`src/rtl/jtag_shifter_pkg.sv`:
```
// Shared encodings for the JTAG shifter: command opcodes, controller states
// and the length of the TMS-high run used by the RESET command.
package jtag_shifter_pkg;

  typedef enum logic [1:0] {
    OP_RESET     = 2'd0,
    OP_TMS_SEQ   = 2'd1,
    OP_SCAN      = 2'd2,
    OP_SCAN_FLIP = 2'd3
  } op_e;

  typedef enum logic [2:0] {
    ST_IDLE,
    ST_FETCH,
    ST_LOW,
    ST_HIGH,
    ST_PUSH,
    ST_END
  } state_e;

  localparam int RESET_TMS_CYCLES = 5;

  function automatic logic op_captures(op_e op);
    return (op == OP_SCAN) || (op == OP_SCAN_FLIP);
  endfunction

endpackage

```
`src/rtl/jtag_tck_div.sv`:
```
// TCK half-period timer: a down-counter reloaded at the start of each phase,
// flagging the last clk cycle of the phase with a one-cycle pulse.
module jtag_tck_div #(
  parameter int DIV_W = 8
) (
  input  logic             clk,
  input  logic             rst,
  input  logic             load,
  input  logic             active,
  input  logic [DIV_W-1:0] div,
  output logic             phase_end
);

  logic [DIV_W-1:0] cnt_q, cnt_d;

  always_comb begin
    cnt_d = cnt_q;
    if (load) begin
      cnt_d = div;
    end else if (cnt_q != '0) begin
      cnt_d = cnt_q - 1'b1;
    end
  end

  always_ff @(posedge clk) begin
    if (rst) begin
      cnt_q <= '0;
    end else begin
      cnt_q <= cnt_d;
    end
  end

  assign phase_end = active && (cnt_q == '0);

endmodule

```
`src/rtl/jtag_shifter.sv`:
```
// Command-driven JTAG shifter: RESET, TMS sequences and TDI/TDO scans with
// LSB-first word streaming. Define JTAG_SHIFTER_TDO_NEG_EN to sample TDO on
// the falling TCK edge instead of the rising one.
//
// state | meaning
// IDLE  | waiting for a command, last dout word already taken
// FETCH | waiting for the next din word
// LOW   | TCK low half period, tms/tdi freshly driven
// HIGH  | TCK high half period
// PUSH  | presenting a captured word on dout
// END   | one cycle with tck/tms/tdi all low
module jtag_shifter
  import jtag_shifter_pkg::*;
#(
  parameter int DATA_W = 32,
  parameter int CNT_W  = 16,
  parameter int DIV_W  = 8
) (
  input  logic              clk,
  input  logic              rst,
  input  logic [DIV_W-1:0]  tck_div,
  input  logic              cmd_valid,
  output logic              cmd_ready,
  input  logic [1:0]        cmd_op,
  input  logic [CNT_W-1:0]  cmd_len,
  input  logic              din_valid,
  output logic              din_ready,
  input  logic [DATA_W-1:0] din,
  output logic              dout_valid,
  input  logic              dout_ready,
  output logic [DATA_W-1:0] dout,
  output logic              tck,
  output logic              tms,
  output logic              tdi,
  input  logic              tdo,
  output logic              busy
);

  localparam int POS_W = $clog2(DATA_W);
  localparam logic [POS_W-1:0] POS_LAST = POS_W'(DATA_W - 1);

`ifdef JTAG_SHIFTER_TDO_NEG_EN
  localparam bit TDO_NEG = 1'b1;
`else
  localparam bit TDO_NEG = 1'b0;
`endif

  state_e            state_q, state_d;
  op_e               op_q, op_d;
  logic [CNT_W-1:0]  rem_q, rem_d;
  logic [POS_W-1:0]  pos_q, pos_d;
  logic [DIV_W-1:0]  div_q, div_d;
  logic [DATA_W-1:0] word_q, word_d;
  logic [DATA_W-1:0] cap_q, cap_d;
  logic [DATA_W-1:0] dout_q, dout_d;
  logic              dout_valid_q, dout_valid_d;
  logic              tck_q, tck_d;
  logic              tms_q, tms_d;
  logic              tdi_q, tdi_d;
  logic              phase_end;
  logic              phase_load;
  logic              cmd_fire;

  assign cmd_fire   = cmd_valid && cmd_ready;
  assign phase_load = ((state_d == ST_LOW) || (state_d == ST_HIGH)) && (state_d != state_q);

  jtag_tck_div #(.DIV_W(DIV_W)) u_tck_div (
    .clk       (clk),
    .rst       (rst),
    .load      (phase_load),
    .active    ((state_q == ST_LOW) || (state_q == ST_HIGH)),
    .div       (div_d),
    .phase_end (phase_end)
  );

  always_comb begin
    state_d      = state_q;
    op_d         = op_q;
    rem_d        = rem_q;
    pos_d        = pos_q;
    div_d        = div_q;
    word_d       = word_q;
    cap_d        = cap_q;
    dout_d       = dout_q;
    dout_valid_d = dout_valid_q;
    tms_d        = tms_q;
    tdi_d        = tdi_q;

    if (dout_valid_q && dout_ready) begin
      dout_valid_d = 1'b0;
    end

    case (state_q)
      ST_IDLE: begin
        if (cmd_fire) begin
          op_d  = op_e'(cmd_op);
          div_d = tck_div;
          pos_d = '0;
          cap_d = '0;
          if (op_d == OP_RESET) begin
            rem_d   = CNT_W'(RESET_TMS_CYCLES + 1);
            state_d = ST_LOW;
          end else if (cmd_len == '0) begin
            state_d = ST_END;
          end else begin
            rem_d   = cmd_len;
            state_d = ST_FETCH;
          end
        end
      end
      ST_FETCH: begin
        if (din_valid) begin
          word_d  = din;
          state_d = ST_LOW;
        end
      end
      ST_LOW: begin
        if (phase_end) begin
          if (!TDO_NEG && op_captures(op_q)) cap_d[pos_q] = tdo;
          state_d = ST_HIGH;
        end
      end
      ST_HIGH: begin
        if (phase_end) begin
          if (TDO_NEG && op_captures(op_q)) cap_d[pos_q] = tdo;
          rem_d = rem_q - 1'b1;
          pos_d = (pos_q == POS_LAST) ? '0 : pos_q + 1'b1;
          if (rem_q == CNT_W'(1)) begin
            state_d = op_captures(op_q) ? ST_PUSH : ST_END;
          end else if ((op_q != OP_RESET) && (pos_q == POS_LAST)) begin
            state_d = op_captures(op_q) ? ST_PUSH : ST_FETCH;
          end else begin
            state_d = ST_LOW;
          end
        end
      end
      ST_PUSH: begin
        // Stall here while the previous word is still unclaimed.
        if (!dout_valid_q || dout_ready) begin
          dout_d       = cap_q;
          dout_valid_d = 1'b1;
          cap_d        = '0;
          state_d      = (rem_q == '0) ? ST_END : ST_FETCH;
        end
      end
      ST_END: begin
        state_d = ST_IDLE;
      end
      default: begin
        state_d = ST_IDLE;
      end
    endcase

    if ((state_d == ST_LOW) && (state_q != ST_LOW)) begin
      case (op_d)
        OP_RESET: begin
          tms_d = (rem_d > CNT_W'(1));
          tdi_d = 1'b0;
        end
        OP_TMS_SEQ: begin
          tms_d = word_d[pos_d];
          tdi_d = 1'b0;
        end
        OP_SCAN: begin
          tms_d = 1'b0;
          tdi_d = word_d[pos_d];
        end
        default: begin
          tms_d = (rem_d == CNT_W'(1));
          tdi_d = word_d[pos_d];
        end
      endcase
    end

    if (state_d == ST_END) begin
      tms_d = 1'b0;
      tdi_d = 1'b0;
    end

    tck_d = (state_d == ST_HIGH);
  end

  always_ff @(posedge clk) begin
    if (rst) begin
      state_q      <= ST_IDLE;
      op_q         <= OP_RESET;
      rem_q        <= '0;
      pos_q        <= '0;
      div_q        <= '0;
      word_q       <= '0;
      cap_q        <= '0;
      dout_q       <= '0;
      dout_valid_q <= 1'b0;
      tck_q        <= 1'b0;
      tms_q        <= 1'b0;
      tdi_q        <= 1'b0;
    end else begin
      state_q      <= state_d;
      op_q         <= op_d;
      rem_q        <= rem_d;
      pos_q        <= pos_d;
      div_q        <= div_d;
      word_q       <= word_d;
      cap_q        <= cap_d;
      dout_q       <= dout_d;
      dout_valid_q <= dout_valid_d;
      tck_q        <= tck_d;
      tms_q        <= tms_d;
      tdi_q        <= tdi_d;
    end
  end

  assign cmd_ready  = (state_q == ST_IDLE) && !dout_valid_q;
  assign din_ready  = (state_q == ST_FETCH);
  assign dout_valid = dout_valid_q;
  assign dout       = dout_q;
  assign tck        = tck_q;
  assign tms        = tms_q;
  assign tdi        = tdi_q;
  assign busy       = (state_q != ST_IDLE);

endmodule

```
`config.mk`:
```
export PLATFORM = sky130hd
export DESIGN_NAME = jtag_shifter
export DESIGN_NICKNAME = d
export VERILOG_FILES = /design/src/rtl/jtag_shifter_pkg.sv /design/src/rtl/jtag_tck_div.sv /design/src/rtl/jtag_shifter.sv
export SDC_FILE = /design/constraint.sdc
export NUM_CORES = 1
export LEC_CHECK = 0
export BUFFER_PORTS_ARGS = -buffer_cell sky130_fd_sc_hd__buf_4
export CORE_UTILIZATION = 50
export DETAILED_ROUTE_END_ITERATION = 12
export HOLD_SLACK_MARGIN = 0.12
export PLACE_DENSITY_LB_ADDON = 0.08
export SLEW_MARGIN = 20
export SYNTH_ARGS = -nofsm -noshare
export SYNTH_HDL_FRONTEND = slang
export SYNTH_SLANG_ARGS = --single-unit
```
`constraint.sdc`:
```
create_clock -name clk -period 3.4 [get_ports clk]
set_input_delay 0.17 -clock clk [delete_from_list [all_inputs] [get_ports clk]]
set_output_delay 0.17 -clock clk [all_outputs]
set_load 0.005 [all_outputs]
```
==> results of run 1 <==
## cell usage in the layout (no fill, tap or decap), types with 3 or more instances in the layout
cell type and n:
dlygate4sd3_1 52, and3b_1 3, a2111oi_0 3, nand3_1 16
a31oi_1 8, nand2b_1 4, a211oi_1 4, nor3_1 9
o21ai_0 50, or4_4 3, o211ai_1 3, a2bb2oi_1 3
a21oi_1 158, and2_1 6, xnor2_1 9, and3_1 4
or3_1 9, mux2_2 11, nor2b_1 12, clkbuf_16 17
ha_1 9, clkinv_2 5, nor2_1 48, dfxtp_1 142
nor4_1 10, a41oi_1 3, buf_4 148, o22ai_1 7
nor3b_1 9, nand2_1 220, mux2i_1 16, inv_1 12
a211o_1 3, clkbuf_8 3, nand4_1 17
## cells in the mapped netlist (3+ instances only)
cell	count	area (µm²)
clkbuf_1	58	218
a41oi_1	3	26.3
o21ai_0	50	250
a31oi_1	8	50.1
dfxtp_1	142	2840
buf_1	4	15.0
inv_1	12	45.0
nor2b_1	13	81.3
a2bb2oi_1	3	26.3
nor2_1	48	180
buf_2	3	15.0
or3_1	9	56.3
clkbuf_2	3	15.0
nand2b_1	4	25.0
and3b_1	3	26.3
mux2_2	11	124
nand2_1	220	826
and2_1	6	37.5
o31ai_1	3	22.5
a21oi_1	158	791
o22ai_1	7	43.8
nor3b_1	9	67.6
o211ai_1	3	22.5
a221oi_1	4	35.0
nor4_1	11	68.8
xnor2_1	9	78.8
mux2i_1	16	160
a211oi_1	4	30.0
and3_1	4	25.0
a211o_1	3	26.3
nor3_1	9	45.0
nand4_1	17	106
ha_1	9	113
nand3_1	16	80.1
a2111oi_0	3	26.3
## worst max-delay path by stage
stage                        from  end  cells past startpoint
6_report       u_tck_div.cnt_q[1]  tms                     11
5_1_grt        u_tck_div.cnt_q[1]  tms                     13
4_1_cts        u_tck_div.cnt_q[1]  tms                     11
3_5_place_dp   u_tck_div.cnt_q[1]  tms                     11
3_3_place_gp   u_tck_div.cnt_q[1]  tms                     11
2_1_floorplan  u_tck_div.cnt_q[0]  tms                     11
## worst max-delay path: cells and delay by family, from the launching register on
kind,cells,cell delay (ps)
compound gates,3,430
fa+ha+maj,1,180
buf+inv,1,100
flops,1,320
mux,1,350
simple gates,5,1750
## through the flow
stage | cells | instance area (µm²)
floorplan | 930 | 7010
global placement | 1182 | 8070
detailed placement | 1182 | 8070
finish | 1270 | 9260
global route | 1270 | 9260
CTS | 1266 | 9180
## logic make-up (layout without fill, tap and decap cells)
kind of cell / count (synthesis) / in the layout / synth area share, %
flip-flops: 142 / 142 / 40.5
multiplexers: 28 / 28 / 4.21
XOR/XNOR: 10 / 10 / 1.25
buffers and inverters: 81 / 245 / 4.50
AO/OA/AOI/OAI: 273 / 273 / 22.2
adder cells (fa/ha/maj): 9 / 9 / 1.61
AND/OR/NAND/NOR: 387 / 387 / 25.7
## per-layer routing
metal	GRT usage (%)	vias to the layer above	part of all wire, %
met4	10.6	0	2.0
met5	0	-	0
met1	38.7	3366	45
met3	5.80	40	6.0
li1	-	3565	-
met2	45.9	256	46
## power by group through the flow
stage | Clock (mW) | Combinational (mW) | Sequential, mW
2_1_floorplan | 0 | 0.797 | 1.86
3_3_place_gp | 0 | 1.16 | 1.88
3_5_place_dp | 0 | 1.18 | 1.88
4_1_cts | 1.87 | 1.24 | 1.85
5_1_grt | 1.94 | 1.40 | 1.87
6_report | 1.85 | 1.29 | 1.85
## sequential cells by signal, summed over array words and instances, names as in the netlist
| name | cells |
|---|---|
| div_q | 8 |
| pos_q | 5 |
| tdi | 1 |
| tck | 1 |
| cap_q | 32 |
| op_q | 2 |
| u_tck_div.cnt_q | 8 |
| dout_valid | 1 |
| dout | 32 |
| rem_q | 16 |
| word_q | 32 |
| state_q | 3 |
| tms | 1 |
## timing repair
item | CTS | global route
buffers inserted | 0 | 4
hold endpoints to repair | 52 | 0
setup endpoints to repair | 0 | 2
resized for setup | 0 | 9
hold buffers | 52 | 0
## cell type report
cell class | instances | share of cell area [%]
multi-input combinational | 707 | 42.3
clock buffer | 22 | 5.12
inverter | 12 | 0.486
tap | 176 | 2.38
clock inverter | 10 | 1.20
timing repair buffer | 201 | 17.8
sequential | 142 | 30.7
==> out/results.ini, run 1 <==
[hold_path]
worstHoldStart = dout_ready
holdPathStages = 3
hold_path_class = in2reg
hold_path_end = dout_valid

[drt]
routed_via_density = 5.69
wl_um = 20500
routed-via-count = 7227
dr.pass1.iters = 5
drt.antenna.violating_nets = 0
drc_errors = 0
drtIter0Drc = 681
wl_per_cell_um = 16.2

[sta]
slew-limit-headroom_pct = 33.8
fin_ws_ps = 188
fin_hold_ws_ps = 130
drv_slew = 0
layout_min_cycle_time_ps = 3210
grt_setup_unrepaired = no
final.setup.tns_ps = 0
hold_viol = 0
fmaxAchievable_mhz = 311
min_period_over_period_pct = 94.5
worstMarginPinSlew_ps = 992
finalSetupViolations = 0
skew_ps = 5.82

[outcome]
outcome = finished clean

[global_routing]
grt_overflow = 0
grt_max_degree = 96
grt_pass1_wl_um = 33300
grt_pass1_vias = 6836
antenna_found_initial = 0
grt_use_total_pct = 28.9

[yosys]
synth_area_per_cell_um2 = 7.54
synth-seq-area-share_pct = 40.5
synth_edf_count = 0
ys_warn_count = 0
ys.flop_type = dfxtp_1
ys_seq_elements = 142
syn-num-nets = 1003
ys_async_sr_fraction_pct = 0
syn_area_um2 = 7010
synth.distinct_cells = 69
synth_cells = 930

[cells_and_area]
antenna_cells = 0
syn_to_final_growth_pct = 32.0
fill_cells = 1153
final_layout_size_suffix_gt1_share_pct = 19.4
fin_util_pct = 68.8
multi_input_area_um2 = 3910
fin_nets = 1154
seqCellArea_um2 = 2840

[worst_setup_path]
start_kind = register
arrival_ps = 3570
timing.rr.start = u_tck_div.cnt_q[1]
slowest_stage = or4_4
rr_worst_depth = 11
path_cells = inv_1 > ha_1 > or3b_4 > nor3_4 > a31oi_1 > nor3b_1 > o21ai_0 > or4_4 > nor4_4 > mux2_1 > o22ai_1
cpPeakStageDelay_ps = 580
worstPathMaxFanout = 7
end_kind = register
worstPathRequired_ps = 3760
crit_type = reg2reg
ff2ff_setup_slack_ps = 190
r2r_end = tms

[floorplanning]
dieArea_um2 = 14500
die_w_um = 120
pin_count = 103
die_h_um = 120
fp.coreArea_um2 = 13500
rows = 42
start_util_pct = 52.1

[clock_network]
clkLatencyLatePin_ps = 430
cts_root_buffer = clkbuf_16
clock-sinks = 142
cts_max_level = 4
clk_pin_slew_ps = 60
cts_tree = done
clockBufferDepth = 2
cts_buffers = 17

[power]
p_total_mw = 5.00
seqPwrFrac_pct = 37.1
p_sw_share_pct = 30.8
p_sw_mw = 1.54
p_leak_nw = 3.61
power.density_nw_per_um2 = 540
pwr-share-comb_pct = 25.8
max-vdd-ir-drop_v = 0.000502
pwr-share-clk_pct = 37.0
p_int_mw = 3.46

[placement]
dp_hpwl_um = 13400
pre_cts_ws_ps = 40.9
io_buffers = 102
gp_congestion = 0.922

[flow_run]
max_cap_viol_count = 0

No activity file was read; power rests on OpenSTA's default activity.
==> run 2, diff against run 1 <==
--- a/config.mk
+++ b/config.mk
@@ -5,6 +5,7 @@
 export SDC_FILE = /design/constraint.sdc
 export NUM_CORES = 1
 export LEC_CHECK = 0
+export ABC_AREA = 1
 export BUFFER_PORTS_ARGS = -buffer_cell sky130_fd_sc_hd__buf_4
 export CORE_UTILIZATION = 50
 export DETAILED_ROUTE_END_ITERATION = 12
==> run 2 against run 1 <==
- synthesized area increased by 3.2%
- largest cell class unchanged
- final cell count is 15% higher
- utilization shrank 3.4 points
- combinational power rose by 11%
==> out/results.ini, run 2 <==
[outcome]
outcome = finished clean

[sta]
skew_ps = 5.84  ; +0.0200 ps
fmaxAchievable_mhz = 358  ; +15%
drv_slew = 0  ; unchanged
min_period_over_period_pct = 82.2  ; -12 points
layout_min_cycle_time_ps = 2790  ; -417 ps
worstMarginPinSlew_ps = 991  ; -1.36 ps
slew-limit-headroom_pct = 33.9  ; about the same
final.setup.tns_ps = 0  ; unchanged
finalSetupViolations = 0  ; unchanged
fin_hold_ws_ps = 138  ; +7.55 ps
grt_setup_unrepaired = no
hold_viol = 0  ; unchanged

[global_routing]
antenna_found_initial = 0  ; unchanged
grt_overflow = 0  ; unchanged
grt_use_total_pct = 27.4  ; -1.5 points
grt_pass1_vias = 6967  ; +1.9%
grt_max_degree = 107  ; +11%
grt_pass1_wl_um = 32400  ; -2.7%

[power]
p_sw_mw = 1.70  ; +11%
pwr-share-comb_pct = 27.7  ; +1.9 points
max-vdd-ir-drop_v = 0.000392  ; -22%
seqPwrFrac_pct = 35.9  ; -1.2 points
p_total_mw = 5.16  ; +3.3%
pwr-share-clk_pct = 36.4  ; -0.6 points
p_int_mw = 3.46  ; +0.10%
p_leak_nw = 4.33  ; +20%
p_sw_share_pct = 32.9  ; +2.2 points
power.density_nw_per_um2 = 564  ; +4.5%

[worst_setup_path]
crit_top_cell = nand3_1
worstPathMaxFanout = 17  ; +10
worstPathRequired_ps = 3710  ; -50 ps
arrival_ps = 3110  ; -460 ps
slowest_stage = dfxtp_1
path_cells = ha_1 > clkinv_1 > nor3_1 > ha_1 > inv_1 > nand2_1 > nand3_1 > nand3_1 > buf_4 > nand2_4 > inv_1 > nand2_1 > nand3_1 > nand3_1 > nand3_1 > nand3_1 > nand2_1 > nor2_1 > nor2_1 > nor2_1
end_kind = register
cpPeakStageDelay_ps = 430  ; -150 ps
crit_type = reg2reg
start_kind = register

[clock_network]
clkLatencyLatePin_ps = 430  ; about the same
cts_max_level = 4  ; unchanged
cts_tree = done
clockBufferDepth = 2  ; unchanged
clock-sinks = 142  ; unchanged
cts_resized = 0  ; unchanged
cts_root_buffer = clkbuf_16
cts_hold_buf = 45  ; -13%
cts_buffers = 17  ; unchanged
clk_pin_slew_ps = 60  ; about the same
post_cts_buffers = 0  ; unchanged

[yosys]
synth_most_common_cell = nand2_1
ys_async_sr_fraction_pct = 0  ; unchanged
synth_cells = 1138  ; +22%
ys_seq_elements = 142  ; unchanged
syn-num-nets = 1211  ; +21%
synth_edf_count = 0  ; unchanged
synth_commonest_cells = nand2_1 (306), nor2_1 (233), dfxtp_1 (142)
synth_top_area_share_pct = 39.3  ; -1.2 points
synth.distinct_cells = 39  ; -43%
ys.flop_type = dfxtp_1
ys_warn_count = 0  ; unchanged
synth_area_per_cell_um2 = 6.36  ; -16%
syn_area_um2 = 7240  ; +3.2%
synth-seq-area-share_pct = 39.3  ; -1.2 points
yosys.area.top_type = dfxtp_1
synth_area_leaders = dfxtp_1 (39%), nand2_1 (16%), nor2_1 (12%)

[cells_and_area]
fin_nets = 1340  ; +16%
fin_util_pct = 65.5  ; -3.4 points
final_common_cell = nand2_1
final_layout_size_suffix_gt1_share_pct = 13.6  ; -5.8 points
syn_to_final_growth_pct = 26.5
fin_area_um2 = 9160  ; -1.1%
antenna_cells = 0  ; unchanged
final_cell_mix = nand2_1 (306), nor2_1 (233), dfxtp_1 (142)

[drt]
drt.antenna.violating_nets = 0  ; unchanged
dr.pass1.iters = 5  ; unchanged
routed-via-count = 7433  ; +2.9%
drtIter0Drc = 565  ; -17%
routed_via_density = 5.09  ; -11%
wl_per_cell_um = 13.3  ; -18%
drc_errors = 0  ; unchanged
wl_um = 19400  ; -5.8%

[hold_path]
hold_path_class = in2reg

[flow_run]
max_cap_viol_count = 0  ; unchanged

[placement]
io_buffers = 102  ; unchanged
postPlaceCellArea_um2 = 8110  ; +0.40%
gp_congestion = 0.931  ; +1.0%
dp_hpwl_um = 12900  ; -3.9%

[floorplanning]
pin_count = 103  ; unchanged
die_h_um = 122  ; +1.5%
dieArea_um2 = 15000  ; +3.1%
fp.coreArea_um2 = 14000  ; +4.0%
rows = 43  ; +2.4%
die_w_um = 122  ; +1.5%
start_util_pct = 51.7  ; -0.41 points

==> run 2: cell types whose count changed after synthesis, sizes merged, moves of 13 or more <==
cell / delta
a21oi: -98
nor2b: -13
o21ai: +39
nor2: +193
nand3: +72
clkbuf: -27
inv: +88
nor4: -14
nand2: +91
==> run 2: cell type report <==
cell class,count,area [µm²]
fill,1341,4830
multi-input combinational,847,3810
inverter,102,385
tap,180,225
timing repair buffer,157,1290
clock buffer,19,433
clock inverter,13,164
sequential,142,2840
==> run 2: kinds of logic (layout without fill, tap and decap cells) <==
logic type / Yosys count / count (layout) / share of synthesized area (%)
AND/OR/NAND/NOR: 665 / 665 / 37.7
AO/OA/AOI/OAI: 160 / 160 / 11.7
buffers and inverters: 149 / 291 / 8.04
flip-flops: 142 / 142 / 39.3
adder cells (fa/ha/maj): 9 / 9 / 1.56
multiplexers: 7 / 7 / 0.968
XOR/XNOR: 6 / 6 / 0.726
==> run 2: path summary, 6_finish.rpt <==
check | cells past startpoint | slack [ps] | startpoint | to
worst max-delay path | 20 | 610 | pos_q[0] | tms
worst min-delay path | 5 | 140 | din[4] | word_q[4]
worst min register to register | 2 | 460 | cap_q[14] | cap_q[14]
worst max register to register | 20 | 610 | pos_q[0] | tms
==> run 2: per-layer routing <==
layer  part of all wire [%]  vias to the layer above  track usage (%)  wire [µm]
met5                      0                        -                0          0
met4                    1.3                        0             8.46        256
met3                    5.3                       25             5.58       1040
met2                     47                      237             45.1       9160
met1                     46                     3324             35.8       8900
li1                       -                     3847                -          -
==> run 2: power groups by stage <==
stage | logic (mW) | clock network [mW] | registers [mW]
floorplan | 1.02 | 0 | 1.86
detailed placement | 1.37 | 0 | 1.89
CTS | 1.42 | 1.91 | 1.85
global placement | 1.36 | 0 | 1.89
finish | 1.43 | 1.88 | 1.85
global route | 1.63 | 1.97 | 1.86
==> run 2: worst max-delay path, delay by kind of cell, from the launching register on <==
family / cells / cell delay (ps)
adder cells (fa/ha/maj): 2 / 420
flip-flops: 1 / 430
buffers and inverters: 4 / 650
AND/OR/NAND/NOR: 14 / 1190
==> run 2: stage by stage <==
step	instances	setup slack, ps
finish	1460	605
CTS	1460	613
global route	1460	184
global placement	1383	733
detailed placement	1383	639
floorplan	1138	860
==> run 3, diff against run 2 <==
==> constraint.sdc (replaced) <==
create_clock -name clk -period 2.5 [get_ports clk]
set_input_delay 0.125 -clock clk [delete_from_list [all_inputs] [get_ports clk]]
set_output_delay 0.125 -clock clk [all_outputs]
set_load 0.005 [all_outputs]
==> run 3 against run 2 <==
- global-route usage up 1.9 points
- first-iteration DRC count up 12%
- final area up 5.0%
- die area unchanged
- power up 39%
- utilization up 3.3 points
- non-clock buffer count up 38
- clock skew up 2.8 ps
- clock-buffer cell count down 2
- routed wire length up 11%
- clock power up 27%
- final cell count up 2.7%
- critical path type unchanged
- critical endpoint is now u_tck_div.cnt_q[3]
- largest cell class unchanged
==> out/results.ini, run 3 (synthesis results as in run 2) <==
[drt]
drtIter0Drc = 635  ; +12%
dr.pass1.iters = 5  ; unchanged
wl_per_cell_um = 14.3  ; +8.1%
wl_um = 21500  ; +11%
drt.antenna.violating_nets = 0  ; unchanged
drc_errors = 0  ; unchanged
routed_via_density = 5.19  ; +2.0%
routed-via-count = 7782  ; +4.7%

[global_routing]
antenna_found_initial = 0  ; unchanged
grt_pass1_wl_um = 34600  ; +6.6%
grt_pass1_vias = 7109  ; +2.0%
grt_overflow = 0  ; unchanged
grt_max_degree = 61  ; -43%
grt_use_total_pct = 29.2  ; +1.9 points

[worst_setup_path]
rr_worst_depth = 12  ; -40%
crit_type = reg2reg
worstPathMaxFanout = 8  ; -9
slowest_stage = dfxtp_1
end_kind = register
arrival_ps = 2710  ; -400 ps
start_kind = register
crit_family = compound AO/OA/AOI/OAI gates
cpPeakStageDelay_ps = 350  ; -80 ps
crit_buf_inv = 3  ; -1
worstPathRequired_ps = 2840  ; -870 ps
crit_top_cell = nand2_1
path_cells = inv_2 > ha_1 > nand2_1 > nor2_4 > buf_6 > buf_4 > a211oi_1 > nand2_1 > xor2_2 > a21o_2 > or2_1 > a21oi_1
path_depth = 12  ; -40%

[flow_run]
max_cap_viol_count = 0  ; unchanged

[cells_and_area]
syn_to_final_growth_pct = 32.8
fin_util_pct = 68.7  ; +3.3 points
antenna_cells = 0  ; unchanged
fin_nets = 1379  ; +2.9%
fill_cells = 1297  ; -3.3%
final_common_cell = nand2_1
final-instance-count-excl-fill = 1499  ; +2.7%
final_cell_mix = nand2_1 (305), nor2_1 (224), dfxtp_1 (139)
final_layout_size_suffix_gt1_share_pct = 17.9  ; +4.3 points

[floorplanning]
die_h_um = 122  ; unchanged
rows = 43  ; unchanged
dieArea_um2 = 15000  ; unchanged
start_util_pct = 51.7  ; unchanged
fp.coreArea_um2 = 14000  ; unchanged
pin_count = 103  ; unchanged
die_w_um = 122  ; unchanged

[clock_network]
cts_root_buffer = clkbuf_16
clock-sinks = 142  ; unchanged
clkLatencyLatePin_ps = 420  ; about the same
cts_buffers = 17  ; unchanged
clk_pin_slew_ps = 70  ; about the same
cts_tree = done
cts_max_level = 4  ; unchanged
clockBufferDepth = 2  ; unchanged

[power]
p_total_mw = 7.17  ; +39%
power.density_nw_per_um2 = 746  ; +32%
max-vdd-ir-drop_v = 0.000522  ; +33%
p_leak_nw = 4.54  ; +4.9%

[sta]
fmaxAchievable_mhz = 423  ; +18%
drv_slew = 0  ; unchanged
finalSetupViolations = 0  ; unchanged
hold_viol = 0  ; unchanged
skew_ps = 8.68  ; +2.84 ps
worstMarginPinSlew_ps = 546  ; -445 ps
min_period_over_period_pct = 94.6  ; +12 points
final.setup.tns_ps = 0  ; unchanged
slew-limit-headroom_pct = 63.6  ; +30 points
layout_min_cycle_time_ps = 2370  ; -428 ps

[placement]
io_buffers = 102  ; unchanged
gp_congestion = 0.989  ; +6.2%
dpl.cell_count = 1406  ; +1.7%
dp_hpwl_um = 14400  ; +11%

[hold_path]
hold_path_class = in2reg
holdPathStages = 5  ; unchanged

[outcome]
outcome = finished clean

==> run 3: cell types whose count changed in the layout (fill, tap and decap cells not counted), sizes merged <==
cell	before	now
dlygate4sd3	45	51
clkinvlp	4	3
inv	102	106
a21o	1	2
clkinv	6	8
buf	112	143
clkbuf	19	18
bufinv	3	0
==> run 3: layer usage <==
metal / up-vias / track usage [%] / wire length (µm)
met5: - / 0 / 0
met4: 0 / 8.77 / 429
met3: 35 / 5.11 / 1040
met2: 255 / 50.0 / 10400
met1: 3555 / 37.4 / 9560
li1: 3937 / - / -
==> run 3: layout make-up <==
class | instances | area, µm² | area share, %
clock buffer | 17 | 425 | 4.43
clock inverter | 15 | 130 | 1.35
inverter | 102 | 397 | 4.13
multi-input combinational | 848 | 3940 | 41.0
sequential | 142 | 2850 | 29.6
tap | 180 | 225 | 2.34
timing repair buffer | 195 | 1650 | 17.2
==> run 3: per-stage QoR <==
step / hold WS [ps] / worst slack, ps / area, µm²
floorplan: 281 / 48.3 / 7240
global placement: 387 / 52.3 / 8300
detailed placement: 393 / 21.7 / 8300
CTS: 121 / 20.0 / 9370
global route: 151 / -43.2 / 9610
finish: 130 / 134 / 9610
==> run 3: worst reg2reg max path: cells and delay by family (launching register included) <==
family | cells | cell delay, ps
buffers and inverters | 3 | 340
xor gates and xnor gates | 1 | 210
adders and majority gates | 1 | 180
AOI/OAI and AO/OA | 3 | 670
DFF | 1 | 350
and+or+nand+nor | 4 | 560
==> run 3: report_power, final <==
group          switching, mW  internal (mW)  total, mW
registers              0.116           2.42       2.53
clock network           1.09           1.30       2.39
logic                   1.38          0.879       2.25
total                   2.58           4.60       7.17
==> run 3: what timing repair did <==
item                       4_1_cts  5_1_grt
resized for setup                0       44
hold buffers                    51        0
setup endpoints to repair        0       10
setup buffers                    0        8
hold endpoints to repair        54        0
==> run 3: final timing paths <==
path	start	endpoint	slack (ps)
worst min-delay path	cmd_len[2]	rem_q[2]	130
worst min register to register	cap_q[10]	cap_q[10]	460
worst max-delay path	u_tck_div.cnt_q[1]	u_tck_div.cnt_q[3]	130
worst max register to register	u_tck_div.cnt_q[1]	u_tck_div.cnt_q[3]	130
